[src/rtl/multicycle_ctrl.sv]
// Multi-cycle sequencer: INIT -> IF -> ID -> (LS -> WB) -> IF, with HALT/ERR sinks and cycle/instret counters.
// Latency: one state per clock; IF and LS stretch until the memory acks or the wait counter expires.
// Backpressure: imem_req/dmem_req are held until the matching rvalid; a missing ack past TIMEOUT cycles lands in ERR.
module multicycle_ctrl #(
    parameter int TIMEOUT = 255,
    parameter int TO_W    = 8,
    parameter int CNT_W   = 32
) (
    input  logic             clk,
    input  logic             rst,
    input  logic             inst_is_load,
    input  logic             inst_is_store,
    input  logic             inst_halt,
    output logic             imem_req,
    input  logic             imem_rvalid,
    output logic             dmem_req,
    output logic             dmem_wen,
    input  logic             dmem_rvalid,
    output logic             reg_write,
    output logic             pc_update,
    output logic [2:0]       state_o,
    output logic             halted,
    output logic             timeout_err,
    output logic [CNT_W-1:0] cycle_cnt,
    output logic [CNT_W-1:0] instret
);

    typedef enum logic [2:0] {
        S_INIT = 3'b000,
        S_IF   = 3'b001,
        S_ID   = 3'b011,
        S_LS   = 3'b010,
        S_WB   = 3'b110,
        S_HALT = 3'b100,
        S_ERR  = 3'b111
    } state_t;

    // Last wait-counter value that may still be waited through; TIMEOUT=0 disables the check.
    localparam logic [TO_W-1:0] TO_LIM = TO_W'((TIMEOUT > 0) ? (TIMEOUT - 1) : 0);
    localparam bit              TO_EN  = (TIMEOUT != 0);

    state_t            r_state;
    state_t            w_next;
    logic [TO_W-1:0]   r_wait;
    logic [TO_W-1:0]   w_wait_nxt;
    logic              r_is_store;
    logic              w_is_store_nxt;
    logic              w_reg_write;
    logic              w_pc_update;
    logic              w_to_hit;
    logic [CNT_W-1:0]  r_cycle_cnt;
    logic [CNT_W-1:0]  r_instret;

    // Expiry only matters in a cycle that has no ack; the ack always wins in the limit cycle.
    assign w_to_hit = TO_EN && (r_wait == TO_LIM);

    // Next-state, Mealy strobes and wait-counter update; counter is zero whenever we are outside IF/LS,
    // so it is already clear on every entry to IF or LS.
    always_comb begin
        w_next         = r_state;
        w_wait_nxt     = '0;
        w_is_store_nxt = r_is_store;
        w_reg_write    = 1'b0;
        w_pc_update    = 1'b0;
        case (r_state)
            S_INIT: w_next = S_IF;
            S_IF: begin
                if (imem_rvalid) begin
                    w_next = S_ID;
                end else if (w_to_hit) begin
                    w_next = S_ERR;
                end else begin
                    w_wait_nxt = r_wait + TO_W'(1);
                end
            end
            S_ID: begin
                if (inst_halt) begin
                    w_next = S_HALT;
                end else if (inst_is_load && inst_is_store) begin
                    w_next = S_ERR;
                end else if (inst_is_load) begin
                    w_next         = S_LS;
                    w_is_store_nxt = 1'b0;
                end else if (inst_is_store) begin
                    w_next         = S_LS;
                    w_is_store_nxt = 1'b1;
                end else begin
                    w_reg_write = 1'b1;
                    w_pc_update = 1'b1;
                    w_next      = S_IF;
                end
            end
            S_LS: begin
                if (dmem_rvalid) begin
                    if (r_is_store) begin
                        // Stores retire on the ack itself; nothing to write back.
                        w_pc_update = 1'b1;
                        w_next      = S_IF;
                    end else begin
                        w_next = S_WB;
                    end
                end else if (w_to_hit) begin
                    w_next = S_ERR;
                end else begin
                    w_wait_nxt = r_wait + TO_W'(1);
                end
            end
            S_WB: begin
                w_reg_write = 1'b1;
                w_pc_update = 1'b1;
                w_next      = S_IF;
            end
            S_HALT: w_next = S_HALT;
            S_ERR:  w_next = S_ERR;
            default: w_next = S_INIT;
        endcase
    end

    // State, wait counter and latched load/store direction.
    always_ff @(posedge clk or posedge rst) begin
        if (rst) begin
            r_state    <= S_INIT;
            r_wait     <= '0;
            r_is_store <= 1'b0;
        end else begin
            r_state    <= w_next;
            r_wait     <= w_wait_nxt;
            r_is_store <= w_is_store_nxt;
        end
    end

    // Free-running cycle counter (frozen in HALT/ERR) and retired-instruction counter.
    always_ff @(posedge clk or posedge rst) begin
        if (rst) begin
            r_cycle_cnt <= '0;
            r_instret   <= '0;
        end else begin
            if (r_state != S_HALT && r_state != S_ERR) begin
                r_cycle_cnt <= r_cycle_cnt + CNT_W'(1);
            end
            if (w_pc_update) begin
                r_instret <= r_instret + CNT_W'(1);
            end
        end
    end

    // Requests and status are pure decodes of the state register, so reset drops them at once.
    assign imem_req    = (r_state == S_IF);
    assign dmem_req    = (r_state == S_LS);
    assign dmem_wen    = (r_state == S_LS) && r_is_store;
    assign halted      = (r_state == S_HALT);
    assign timeout_err = (r_state == S_ERR);
    assign state_o     = r_state;
    assign reg_write   = w_reg_write;
    assign pc_update   = w_pc_update;
    assign cycle_cnt   = r_cycle_cnt;
    assign instret     = r_instret;

endmodule
[config.mk]
export PLATFORM = sky130hd
export DESIGN_NAME = multicycle_ctrl
export DESIGN_NICKNAME = d
export VERILOG_FILES = /design/src/rtl/multicycle_ctrl.sv
export SDC_FILE = /design/constraint.sdc
export NUM_CORES = 1
export LEC_CHECK = 0
export ABC_AREA = 1
export BUFFER_PORTS_ARGS = -buffer_cell sky130_fd_sc_hd__buf_2
export CAP_MARGIN = 10
export CORE_UTILIZATION = 36
export DETAILED_ROUTE_END_ITERATION = 8
export GPL_ROUTABILITY_DRIVEN = 0
export SLEW_MARGIN = 5
export SYNTH_ARGS = -nofsm -noshare
export SYNTH_HDL_FRONTEND = slang
export SYNTH_SLANG_ARGS = --single-unit
export TNS_END_PERCENT = 100
[constraint.sdc]
create_clock -name clk -period 4.89 [get_ports clk]
set_input_delay 0.978 -clock clk [delete_from_list [all_inputs] [get_ports clk]]
set_output_delay 0.978 -clock clk [all_outputs]
set_load 0.005 [all_outputs]
### Yosys cells after proc, flatten, opt, wreduce, memory -nomap -nowiden

Index checks and enable logic that the tools add are counted.

| word-level totals | value |
|---|---|
| bits of input ports | 7 |
| output and inout bits | 74 |
| register bits | 76 |

| cells by class | value |
|---|---|
| bitwise operators | 2 |
| add/subtract/negate cells | 3 |
| equal/unequal tests | 9 |
| muxes and demuxes | 23 |
| reductions and logical operators | 7 |

Operators by type and width:

| cell | count |
|---|---|
| $add 32x1->32 const B | 2 |
| $mux 8 | 3 |
| $mux 3 | 6 |
| $pmux 3 s6 | 1 |
| $pmux 8 s2 | 1 |
| $eq 3x3->1 const B | 3 |
| $add 8x1->8 const B | 1 |
| $eq 8x8->1 const B | 1 |
| $mux 1 | 8 |
| $eq 3x2->1 const B | 2 |
| $ne 3x3->1 const B | 2 |
| $mux 2 | 2 |
| $reduce_and 4->1 | 1 |
| $eq 3x1->1 const B | 1 |
| $logic_and 1x1->1 | 3 |
| $logic_not 3->1 | 1 |
| $pmux 1 s3 | 1 |
| $not 1->1 | 2 |
| $pmux 1 s2 | 1 |
| $reduce_bool 2->1 | 1 |
| $reduce_or 2->1 | 1 |

### Longest topological paths before layout

| logic depth | value |
|---|---|
| depth after elaboration | 5 |
| depth in mapped cells | 10 |
| mapped depth without buffers | 10 |

### Worst setup path before layout

No wires, ideal clock.

| timing path | value |
|---|---|
| path kind | input -> output |
| from | in inst_is_load |
| to | out pc_update |
| buffers on the path | 1 |
| data arrival time | 1673 ps |
| slack | 2239 ps |
| stages | 7 |
| path through | inv_1 > ha_1 > nand2_1 > nor2_4 > inv_2 > nand2_2 > buf_4 |

| between the ends | value |
|---|---|
| cells in the longest elaborated chain, start to end | 4 |
| elaborated cells on any way between the ends | 5 |

Ends and longest elaborated chain:

| item | line | RTL |
|---|---|---|
| from (decl) | 11 | `input logic inst_is_load,` |
| $mux 1 or $logic_and 1x1->1 (tied branches) | 81, 79 |  |
| $mux 1 * | 79 | `end else if (inst_is_load && inst_is_store) begin` |
| $mux 1 * | 77 | `if (inst_halt) begin` |
| $pmux 1 s3 * | 65 | `case (r_state)` |
| to (decl) | 20 | `output logic pc_update,` |

Mark *: on every way between the ends. The rest lies on a longest branch, timed or not.

### Worst setup path in the final report

Same ends and word-level chain as after synthesis.

==> results_dict.tcl <==
set metrics [dict create \
    status "finished, final reports clean" \
    cts_tree "done" \
    fin_crit_sh 0.6408 \
    wl_per_cell_um 11.90 \
    min_period_ps 3134 \
    netlist.area_leader.share 0.4088 \
    cp_common_cell "buf_2" \
    regArea_mm2 0.001902 \
    drc_errors 0 \
    coreArea_mm2 0.01262 \
    multiInputGateArea_mm2 0.002419 \
    cts.clk_slew.worst_paths_ps 60 \
    dpl.hpwl_um 8635 \
    relSlewSlack 0.6431 \
    tns_ps 0 \
    max_clock_freq_ghz 0.3191 \
    first_global_vias 3894 \
    drive_above_1_share 0.1712 \
    vias 4231 \
    cts-root-buf "clkbuf_16" \
    synth_nets 687 \
    maxSlewViolCount 0 \
    clock_latency_ps 340 \
    leakage_nw 2.745 \
    required_ps 3910 \
    start_util 0.3686 \
    rows 41 \
    grt-ovfl-total 0 \
    clockBufferDepth 2 \
    crit_fanout 22 \
    worst_path_max_delay_cell "nand2_2" \
    setup_violations 0 \
    cts.sinks 76 \
    synth.largest_area_cell "dfrtp_1" \
    track_usage 0.1777 \
    yosys_warnings 0 \
    ios 81 \
    arrival_ps 2160 \
    fin_nets 774 \
    portBuffers 80 \
    post_cts_buffers 0 \
    fin_util 0.4435 \
    antenna_found_initial 0 \
    fin_total_pwr_mw 2.092 \
    fp.dieW_um 115.7 \
    cp-end-kind "output pin" \
    min_path_type "flop to flop" \
    synthFlopType "dfrtp_1" \
    netlist_area_mm2 0.004652 \
    final_antenna_net_count 0 \
    path_class "input port to output pin" \
    drt-total-wl_um 11150 \
    synth-async-reset-ratio 1.000 \
    slowest_delay_ps 350 \
    syn_inst 673 \
    peakVddDrop_mv 0.2557 \
    drv_cap 0 \
    path_cells "buf_2, inv_1, ha_1, nand2_1, nor2_4, inv_2, nand2_2, buf_2" \
    dpl_worst_slack_ps 1755 \
    dr.pass1.iters 4 \
    grt_pass1_wl_um 18350 \
    powerDensity_mw_per_mm2 373.7 \
    numCtsBuffers 9 \
    antennaDiodeCount 0 \
    seq_area_frac_synth 0.4088 \
    vias_per_cell 4.515 \
    area_growth_pct 20.31 \
    fp.dieArea_mm2 0.01338 \
    holdBufCountCts 0 \
    start_kind "input port" \
    drt-initial-drc-count 245 \
    synthTopCellsByArea "dfrtp_1 41%, nand2_1 22%, nor2_1 9.1%" \
    max_slew.worst_pin.slew_ps 533.5 \
    skew_ps 6.723 \
    rsz0062_at_grt "no" \
    n_fill_cell 1334 \
    hold_viol 0 \
    h-tree-depth 3 \
    postSynthAreaPerCell_um2 6.912 \
    cts-resized-gates 0 \
    grt_max_degree 52 \
    die_height_um 115.7 \
    ys_ff_latch 76 \
    setup_ws_ps 1756 \
    synth_cell_types 30 \
    synth_edf_count 0 \
]
metrics by stage:
step	instances	hold WS, ps	instance area [um^2]
CTS	936	489.5	5577
global placement	920	472.6	5225
floorplan	673	454.6	4652
global route	937	516.8	5597
finish	937	488.1	5597
detailed placement	920	481.5	5225
cell type report:
type	instances	share of cell area
clock buffer	12	0.04583
clock inverter	4	0.01699
inverter	75	0.05030
multi-input combinational	516	0.4321
sequential	76	0.3398
tap	172	0.03845
timing repair buffer	82	0.07646
cell usage after synthesis (2+ instances only):
cell type / number
nand3_1: 32
ha_1: 7
xor2_1: 24
nand2_2: 4
and2_1: 2
nor2_1: 113
o21ai_0: 5
buf_4: 3
xnor2_1: 13
o21ai_1: 3
a21oi_1: 4
nand4_1: 7
nand2_1: 267
nand3_2: 5
inv_2: 5
nor2_4: 6
buf_6: 2
dfrtp_1: 76
nor3_1: 9
nor2_2: 7
inv_1: 70
cell families (layout without fill, tap and decap cells):
kind of cell,after synthesis,in the layout,share of synthesized area
XOR/XNOR,37,37,0.06966
buffers and inverters,81,173,0.07127
adder cells (fa/ha/maj),7,7,0.01883
flip-flops,76,76,0.4088
AO/OA/AOI/OAI,15,15,0.01829
AND/OR/NAND/NOR,457,457,0.4131
critical path, delay by kind of cell:
| family | cells | cell delay, ps |
|---|---|---|
| buf+inv | 4 | 430 |
| simple gates | 3 | 590 |
| fa+ha+maj | 1 | 140 |
final timing paths:
| check | start | endpoint | slack (ps) | cells after the start |
|---|---|---|---|---|
| worst max-delay path | inst_is_load | pc_update | 1760 | 8 |
| worst min-delay path | r_wait[0] | r_wait[0] | 490 | 1 |
| worst max register to register | state_o[1] | cycle_cnt[30] | 3120 | 6 |
| worst min register to register | r_wait[0] | r_wait[0] | 490 | 1 |
| max in group asynchronous | rst | cycle_cnt[29] | 3720 | 3 |
| min in group asynchronous | rst | state_o[1] | 560 | 2 |
placed cells by master, fill, tap and decap left out:
master     instances
nand2_1          267
nor2_1           113
buf_2             80
dfrtp_1           76
inv_1             69
nand3_1           32
xor2_1            24
xnor2_1           13
nor3_1             9
clkbuf_16          9
nor2_2             7
nand4_1            7
ha_1               7
nor2_4             6
inv_2              6
nand3_2            5
o21ai_0            5
nand2_2            4
a21oi_1            4
o21ai_1            3
bufinv_16          3
and2_1             2
clkbuf_8           2
nand2_4            1
nand3b_1           1
a21oi_2            1
o21ai_2            1
or2_2              1
nor3b_2            1
o21bai_1           1
nor3_2             1
clkbuf_1           1
clkinv_2           1
buf_12             1
buf_4              1
flip-flops by register name, summed over array words and instances, names as in the netlist:
register    count
state_o         3
r_wait          8
r_is_store      1
instret        32
cycle_cnt      32
report_power, final:
part / total (mW) / internal [mW] / switching [mW]
logic: 0.502 / 0.172 / 0.330
clock network: 0.790 / 0.526 / 0.264
registers: 0.799 / 0.705 / 0.0940
metal layers:
| metal | share of wire | vias up | GRT usage | wire length (um) |
|---|---|---|---|---|
| li1 | - | 2211 | - | - |
| met1 | 0.49 | 1904 | 0.2389 | 5505 |
| met2 | 0.44 | 100 | 0.2747 | 4930 |
| met3 | 0.045 | 16 | 0.04236 | 506 |
| met4 | 0.019 | 0 | 0.07350 | 207 |
| met5 | 0 | - | 0 | 0 |
No activity file was read; power rests on OpenSTA's default activity.
